$ cat src/rtl/store_buffer_if.sv
// Store-buffer port bundle: the store request, the load lookup, the memory write port and status.
// The slave side is the buffer itself; the master side is the EX/MEM stage plus the memory.
interface store_buffer_if #(
  parameter int xw    = 32,
  parameter int dw    = 32,
  parameter int DEPTH = 4
);
  localparam int CW = $clog2(DEPTH) + 1;

  logic          st_valid;
  logic [xw-1:0] st_addr;
  logic [dw-1:0] st_data;
  logic          st_ready;
  logic [xw-1:0] ld_addr;
  logic          ld_hit;
  logic [dw-1:0] ld_data;
  logic          mem_busy;
  logic [xw-1:0] mem_addr;
  logic [dw-1:0] mem_wdata;
  logic          mem_we;
  logic [CW-1:0] count;
  logic          empty;

  modport slave (
    input  st_valid, st_addr, st_data, ld_addr, mem_busy,
    output st_ready, ld_hit, ld_data, mem_addr, mem_wdata, mem_we, count, empty
  );

  modport master (
    output st_valid, st_addr, st_data, ld_addr, mem_busy,
    input  st_ready, ld_hit, ld_data, mem_addr, mem_wdata, mem_we, count, empty
  );
endinterface

$ cat src/rtl/store_buffer.sv
// FIFO store buffer with load forwarding and a flop-driven data-memory write port.
// Optional macro STB_COALESCE_EN: a store to the youngest entry's address overwrites it in place.
module store_buffer #(
  parameter int xw    = 32,
  parameter int dw    = 32,
  parameter int DEPTH = 4
) (
  input  logic clk,
  input  logic rst,
  store_buffer_if.slave sb
);
  localparam int AW = $clog2(DEPTH);
  localparam int CW = AW + 1;
  localparam logic [CW-1:0] FULL = CW'(DEPTH);

  logic [DEPTH-1:0][xw-1:0] addr_q;
  logic [DEPTH-1:0][dw-1:0] data_q;
  logic [AW-1:0]            head, tail;
  logic [CW-1:0]            cnt;
  logic                     mem_we_q;
  logic [xw-1:0]            mem_addr_q;
  logic [dw-1:0]            mem_wdata_q;

  logic          drain, push, coalesce, ready;
  logic          fwd_hit;
  logic [dw-1:0] fwd_data;

  assign drain = (cnt != '0) && !sb.mem_busy;

`ifdef STB_COALESCE_EN
  logic [AW-1:0] youngest;
  logic          coal_match;
  assign youngest   = tail - AW'(1);
  // Folding into an entry that leaves the queue on this edge would lose the store.
  assign coal_match = (cnt != '0) && (addr_q[youngest] == sb.st_addr)
                    && !((cnt == CW'(1)) && drain);
  assign ready      = (cnt != FULL) || coal_match;
  assign coalesce   = sb.st_valid && coal_match;
  assign push       = sb.st_valid && ready && !coal_match;
`else
  assign ready    = (cnt != FULL);
  assign coalesce = 1'b0;
  assign push     = sb.st_valid && ready;
`endif

  // Walk oldest to youngest so the youngest match is the one left standing.
  always_comb begin
    fwd_hit  = 1'b0;
    fwd_data = '0;
    for (int i = 0; i < DEPTH; i++) begin
      if ((CW'(i) < cnt) && (addr_q[head + AW'(i)] == sb.ld_addr)) begin
        fwd_hit  = 1'b1;
        fwd_data = data_q[head + AW'(i)];
      end
    end
    if (!fwd_hit && mem_we_q && (mem_addr_q == sb.ld_addr)) begin
      fwd_hit  = 1'b1;
      fwd_data = mem_wdata_q;
    end
  end

  // Entry storage needs no reset: occupancy alone decides what is valid.
  always_ff @(posedge clk) begin
    if (push) begin
      addr_q[tail] <= sb.st_addr;
      data_q[tail] <= sb.st_data;
    end
`ifdef STB_COALESCE_EN
    if (coalesce) data_q[youngest] <= sb.st_data;
`endif
  end

  always_ff @(posedge clk) begin
    if (rst) begin
      head        <= '0;
      tail        <= '0;
      cnt         <= '0;
      mem_we_q    <= 1'b0;
      mem_addr_q  <= '0;
      mem_wdata_q <= '0;
    end else begin
      if (push) tail <= tail + AW'(1);
      if (drain) begin
        mem_we_q    <= 1'b1;
        mem_addr_q  <= addr_q[head];
        mem_wdata_q <= data_q[head];
        head        <= head + AW'(1);
      end else begin
        mem_we_q <= 1'b0;
      end
      case ({push, drain})
        2'b10:   cnt <= cnt + CW'(1);
        2'b01:   cnt <= cnt - CW'(1);
        default: cnt <= cnt;
      endcase
    end
  end

  assign sb.st_ready  = ready;
  assign sb.ld_hit    = fwd_hit;
  assign sb.ld_data   = fwd_data;
  assign sb.mem_we    = mem_we_q;
  assign sb.mem_addr  = mem_addr_q;
  assign sb.mem_wdata = mem_wdata_q;
  assign sb.count     = cnt;
  assign sb.empty     = (cnt == '0) && !mem_we_q;
endmodule

$ cat src/flat_wrapper.sv
// flat-port wrapper written by rule: the top's interface ports become plain ports
module store_buffer_flat 
#(
  parameter int xw    = 32,
  parameter int dw    = 32,
  parameter int DEPTH = 4
)
  (clk, rst, sb_st_valid, sb_st_addr, sb_st_data, sb_ld_addr, sb_mem_busy, sb_st_ready, sb_ld_hit, sb_ld_data, sb_mem_addr, sb_mem_wdata, sb_mem_we, sb_count, sb_empty);
  store_buffer_if #(.xw(xw), .dw(dw), .DEPTH(DEPTH)) sb_i ();
  input  logic clk;
  input  logic rst;
  input wire logic [$bits(sb_i.st_valid)-1:0] sb_st_valid;
  input wire logic [$bits(sb_i.st_addr)-1:0] sb_st_addr;
  input wire logic [$bits(sb_i.st_data)-1:0] sb_st_data;
  input wire logic [$bits(sb_i.ld_addr)-1:0] sb_ld_addr;
  input wire logic [$bits(sb_i.mem_busy)-1:0] sb_mem_busy;
  output wire logic [$bits(sb_i.st_ready)-1:0] sb_st_ready;
  output wire logic [$bits(sb_i.ld_hit)-1:0] sb_ld_hit;
  output wire logic [$bits(sb_i.ld_data)-1:0] sb_ld_data;
  output wire logic [$bits(sb_i.mem_addr)-1:0] sb_mem_addr;
  output wire logic [$bits(sb_i.mem_wdata)-1:0] sb_mem_wdata;
  output wire logic [$bits(sb_i.mem_we)-1:0] sb_mem_we;
  output wire logic [$bits(sb_i.count)-1:0] sb_count;
  output wire logic [$bits(sb_i.empty)-1:0] sb_empty;
  assign sb_i.st_valid = sb_st_valid;
  assign sb_i.st_addr = sb_st_addr;
  assign sb_i.st_data = sb_st_data;
  assign sb_i.ld_addr = sb_ld_addr;
  assign sb_i.mem_busy = sb_mem_busy;
  assign sb_st_ready = sb_i.st_ready;
  assign sb_ld_hit = sb_i.ld_hit;
  assign sb_ld_data = sb_i.ld_data;
  assign sb_mem_addr = sb_i.mem_addr;
  assign sb_mem_wdata = sb_i.mem_wdata;
  assign sb_mem_we = sb_i.mem_we;
  assign sb_count = sb_i.count;
  assign sb_empty = sb_i.empty;
  store_buffer #(.xw(xw), .dw(dw), .DEPTH(DEPTH)) u_core (.clk(clk), .rst(rst), .sb(sb_i));
endmodule
$ cat config.mk
export PLATFORM = sky130hd
export DESIGN_NAME = store_buffer_flat
export DESIGN_NICKNAME = d
export VERILOG_FILES = /design/src/rtl/store_buffer_if.sv /design/src/rtl/store_buffer.sv /design/src/flat_wrapper.sv
export SDC_FILE = /design/constraint.sdc
export NUM_CORES = 1
export LEC_CHECK = 0
export CELL_PAD_IN_SITES_DETAIL_PLACEMENT = 0
export CELL_PAD_IN_SITES_GLOBAL_PLACEMENT = 1
export CORE_UTILIZATION = 35
export CTS_CLUSTER_DIAMETER = 100
export DETAILED_ROUTE_END_ITERATION = 7
export PLACE_DENSITY = 0.71
export RECOVER_POWER = 100
export SLEW_MARGIN = 10
export SYNTH_ARGS = -nofsm -noshare
export SYNTH_HDL_FRONTEND = slang
export SYNTH_SLANG_ARGS = --single-unit
$ cat constraint.sdc
create_clock -name clk -period 9.8 [get_ports clk]
set_input_delay 1.96 -clock clk [delete_from_list [all_inputs] [get_ports clk]]
set_output_delay 1.96 -clock clk [all_outputs]
set_load 0.03 [all_outputs]
==> flow_metrics.env <==
export IMPL_fin_skew_ns=0.03159
export IMPL_first_pass_iters=5
export IMPL_avgSynthCellArea_um2=12.55
export IMPL_dieArea_um2=58850
export IMPL_dr_max_layer_used="met5"
export IMPL_ys_seq_area_share_pct=45.06
export IMPL_vias_per_cell=5.954
export IMPL_hp_class="reg2reg"
export IMPL_clockBufferDepth=3
export IMPL_final_cell_mix="edfxtp_1, nand2_1, dlygate4sd3_1, mux4_2, mux2i_1"
export IMPL_drc=0
export IMPL_hold_viol_final=0
export IMPL_multiInputGateArea_um2=10190
export IMPL_wl_met1_mm=29.28
export IMPL_syn_instance_count=1614
export IMPL_cts_resized=0
export IMPL_cts_tree="done"
export IMPL_crit_path_cell_trace="dlygate4sd3_1, xnor2_1, nand4_1, a2111oi_2, buf_4, and2_0, and2_0, o311ai_0, a221o_1, dlygate4sd3_1"
export IMPL_fin_util_pct=42.34
export IMPL_cp_start_kind="input port"
export IMPL_place_ws_ns=1.199
export IMPL_fin_nets=1852
export IMPL_place_congestion=0.9998
export IMPL_wl_mm=68.84
export IMPL_synth_edf_count=256
export IMPL_syn_area_um2=20260
export IMPL_h_tree_depth=2
export IMPL_met3_length_mm=4.715
export IMPL_tns_ns=0
export IMPL_synth_cell_types=65
export IMPL_grt_pass1_wl_mm=101.6
export IMPL_setup_slack_ns=0.6937
export IMPL_worstSetupEndpointType="output pin"
export IMPL_drive_above_1_share_pct=16.85
export IMPL_seq_power_share_pct=33.4
export IMPL_core_um2=56820
export IMPL_port_buffers=202
export IMPL_worstPathArrival_ns=7.15
export IMPL_met2WireLength_mm=32.78
export IMPL_rows=87
export IMPL_clkLatencyLatePin_ns=0.58
export IMPL_seqCellArea_um2=9136
export IMPL_cts_hold_buf=0
export IMPL_min_period_ns=9.106
export IMPL_area_growth_pct=18.76
export IMPL_ys_ff_latch=328
export IMPL_p_sw_share_pct=36.99
export IMPL_power_density_nw_per_um2=234.5
export IMPL_path_clk_slew_ns=0.06
export IMPL_clkSinkCount=328
export IMPL_overflow=0
export IMPL_power_w=0.005641
export IMPL_rsz0062_at_grt="false"
export IMPL_drt_iter0_markers=1306
export IMPL_die_y_um=242.6
export IMPL_status="finished, violations left"
export IMPL_ys_warn_count=0
export IMPL_cp_max_fo=14
export IMPL_die_w_um=242.6
export IMPL_maxCapViolations=8
export IMPL_start_util_pct=35.65
export IMPL_combPwrFrac_pct=39.5
export IMPL_setup_viol=0
export IMPL_cts_setup_buffers=0
export IMPL_io_pins=203
export IMPL_worstPathRequired_ns=7.84
export IMPL_wire_per_inst_um=27.17
export IMPL_dp_hpwl_mm=47.65
export IMPL_slowest_delay_ns=1.02
export IMPL_root_buffer="clkbuf_16"
export IMPL_switchingPower_w=0.002087
export IMPL_async_flop_share_pct=0
export IMPL_slew_viol_final=316
export IMPL_dr_total_vias=15090
export IMPL_antenna_left=0
export IMPL_cts_buffers=41
export IMPL_irDropWorstVdd_v=0.0001370
export IMPL_grt_usage_pct=23.14
export IMPL_leakage_nw=7.751
export IMPL_worst_slew_pin_slew_ns=4.952
export IMPL_mostFrequentLayoutCell="edfxtp_1"
export IMPL_max_freq_ghz=0.1098
export IMPL_grt_pass1_vias=14990
export IMPL_p_int_w=0.003555
export IMPL_finalCritPeriodShare_pct=92.92
export IMPL_nFillCells=5332
export IMPL_synth_nets=1723
export IMPL_pwr_share_clk_pct=27.1
export IMPL_slew_headroom_pct=-230.1
export IMPL_crit_type="in2out"
export IMPL_grt_max_degree=73
export IMPL_synth_ff_type="edfxtp_1"
export IMPL_cp_slowest_cell="dlygate4sd3_1"
export IMPL_antenna_found_initial=14
export IMPL_violations="max-capacitance violations, max-slew violations"
==> cells in the mapped netlist (25+ instances only) <==
library cell / count / area (µm²)
dfxtp_1: 72 / 1441
nor2_1: 30 / 112.6
nand2_1: 210 / 788.3
mux4_2: 155 / 3491
nand4_1: 37 / 231.5
buf_2: 35 / 175.2
xnor2_1: 87 / 762.0
o2111ai_1: 43 / 376.6
mux2i_1: 97 / 970.9
xor2_1: 59 / 516.8
edfxtp_1: 256 / 7687
clkbuf_1: 77 / 289.0
o21ai_0: 31 / 155.2
mux2_2: 25 / 281.5
a21oi_1: 78 / 390.4
nand3_1: 33 / 165.2
inv_1: 32 / 120.1
==> flip-flops by register name, indices dropped and copies added (netlist names) <==
register,flops
u_core.tail,2
u_core.data_q,128
u_core.sb.mem_addr,32
u_core.sb.mem_wdata,32
u_core.sb.count,3
u_core.head,2
u_core.addr_q,128
u_core.sb.mem_we,1
==> through the flow <==
step	instances	hold WS, ns	area [µm²]
2_1_floorplan	1614	0.5382	20260
3_3_place_gp	2456	0.4601	22720
3_5_place_dp	2456	0.4621	22720
4_1_cts	2530	0.4702	24090
5_1_grt	2533	0.4801	24060
6_report	2534	0.4671	24060
==> kinds of logic (layout without fill, tap and decap cells) <==
kind of cell             count (synthesis)  count (layout)  synth area share [%]
AO/OA/AOI/OAI                          270             270                 9.635
XOR/XNOR                               146             146                 6.312
adder cells (fa/ha/maj)                  9               9                0.5559
AND/OR/NAND/NOR                        385             385                 8.906
flip-flops                             328             328                 45.06
other                                    0               4                     0
buffers and inverters                  187             347                 4.780
multiplexers                           289             289                 24.75
==> metal layers <==
layer / track usage [%] / up-vias
met2: 37.69 / 635
li1: - / 6568
met5: 0 / -
met4: 7.769 / 12
met1: 31.28 / 7748
met3: 3.837 / 124
==> area by class of cell <==
type	instances	share of cell area [%]
Multi-Input combinational cell	1099	42.36
Inverter	32	0.4993
Sequential cell	328	37.98
Tap cell	756	3.932
Timing Repair Buffer	241	9.523
Clock inverter	21	1.045
Antenna cell	4	0.04161
Clock buffer	53	4.623
==> power groups by stage <==
stage               combinational, W  sequential (W)  clock, W
floorplan                    0.00156         0.00194         0
global placement             0.00224         0.00190         0
detailed placement           0.00225         0.00191         0
CTS                          0.00226         0.00188   0.00156
global route                 0.00237         0.00191   0.00161
finish                       0.00223         0.00188   0.00153
==> final timing paths <==
kind,start,slack (ns),cells past startpoint,end
max,sb_ld_addr[1],0.69,10,sb_ld_data[1]
min reg2reg,u_core.sb.mem_wdata[27]$_SDFFE_PP0P_,0.47,2,u_core.sb.mem_wdata[27]$_SDFFE_PP0P_
min,u_core.sb.mem_wdata[27]$_SDFFE_PP0P_,0.47,2,u_core.sb.mem_wdata[27]$_SDFFE_PP0P_
max reg2reg,u_core.sb.count[0]$_SDFFE_PP0P_,4.63,5,u_core.data_q[119]$_DFFE_PP_
==> worst max-delay path, delay by kind of cell <==
kind                      cells  cell delay [ns]
buffers and inverters         3             2.04
xor gates and xnor gates      1             0.22
and+or+nand+nor               3             1.72
AOI/OAI and AO/OA             3             1.18
Power figures use the tool's default switching activity.
==> RTL change: new RTL, config.mk and constraints unchanged <==
Build with the macro `STB_COALESCE_EN` defined.
--- a/src/rtl/store_buffer.sv
+++ b/src/rtl/store_buffer.sv
@@ -1,5 +1,7 @@
 // FIFO store buffer with load forwarding and a flop-driven data-memory write port.
 // Optional macro STB_COALESCE_EN: a store to the youngest entry's address overwrites it in place.
+`define STB_COALESCE_EN
+
 module store_buffer #(
   parameter int xw    = 32,
   parameter int dw    = 32,
Function: changed (Yosys sat finds a counterexample within 4 cycles, from zero or initial values and one cycle with rst high).
==> RTL change against the original RTL <==
The flow still finishes with violations (capacitance limit, slew limit). Power grew 18%. Design area is 4.9% higher. Synthesized cell count rose by 19%. Setup slack better by 0.33 ns. Clock skew is 0.0015 ns higher. Sequential cell count unchanged. Synthesized area increased by 6.2%. Core utilization shrank 0.69 points. Routed wire length increased by 7.8%. Critical path type is now reg2out. Critical endpoint is now sb_st_ready. Largest power group unchanged.
==> RTL change: results (changes against the original RTL) <==
| Metric | Value |
|---|---|
| Layout clock area frac | 5.32% (-0.35 points) |
| Non-clock buffers | 236 (-2.1%) |
| Arrival time worst endpoint | 6.82 ns (-0.33 ns) |
| First-pass DRT Iterations | 6 (+1) |
| Max-capacitance violation count | 12 (+4) |
| Synth Area in Compound Gates | 10.7% (+1.0 points) |
| Post-synthesis area per instance | 11.2 um2 (-11%) |
| Number of global-route vias before repair | 16200 (+7.8%) |
| Post-synth EDFFs | 128 (-50%) |
| Antenna violations before repair | 8 (-6) |
| Final Max Slew Viols | 449 (+42%) |
| PwrDens | 264 mW/mm2 (+13%) |
| CP startpoint | u_core.tail[0]$_SDFFE_PP0N_ |
| Initial DRC count | 1653 (+27%) |
| Die W | 250 um (+3.0%) |
| DR vias/cell | 5.98 (+0.47%) |
| Outcome | finished, violations left |
| GRT Util Overall | 23.3% (+0.18 points) |
| Synth Flop Type | dfxtp_1 |
| Final Power | 6.66 mW (+18%) |
| Reg2reg end | u_core.data_q[89]$_DFF_P_ |
| Count of different cell masters after synthesis | 68 (+4.6%) |
| Final GP Congestion | 0.981 (-1.9%) |
| Share of cells above drive strength 1 | 16.6% (-0.25 points) |
| Area post-placement | 0.0239 mm2 (+5.3%) |
| Largest net degree at the start of global routing | 77 (+5.5%) |
| Failing checks | capacitance limit, slew limit |
| Mux share of post-synthesis cell area | 30.1% (+5.3 points) |
| Number of clock buffers in the layout | 52 (-1.9%) |
[RTL change: changes by cell type in the layout (fill, tap and decap cells not counted), moves of 31 or more]
| cell | before | now |
|---|---|---|
| dfxtp_1 | 70 | 198 |
| edfxtp_1 | 256 | 128 |
| o21ai_0 | 31 | 144 |
| nand2_1 | 210 | 318 |
| mux4_2 | 155 | 215 |
| nand2b_1 | 1 | 37 |
| o2111ai_1 | 43 | 7 |
| xor2_1 | 59 | 95 |
| a311oi_1 | 0 | 31 |
| o2bb2ai_1 | 1 | 32 |
[RTL change: per-layer routing]
metal / GRT usage, % / routed length (um)
met1: 32.7 / 32000
met2: 35.9 / 33800
met3: 5.28 / 6520
met4: 6.61 / 1810
met5: 0 / 69
[RTL change: tightest hold or removal path, cell delays in order (launching register included)]
cell and delay (ns):
dfxtp_1 0.31, nand2_1 0.05, a21oi_1 0.05
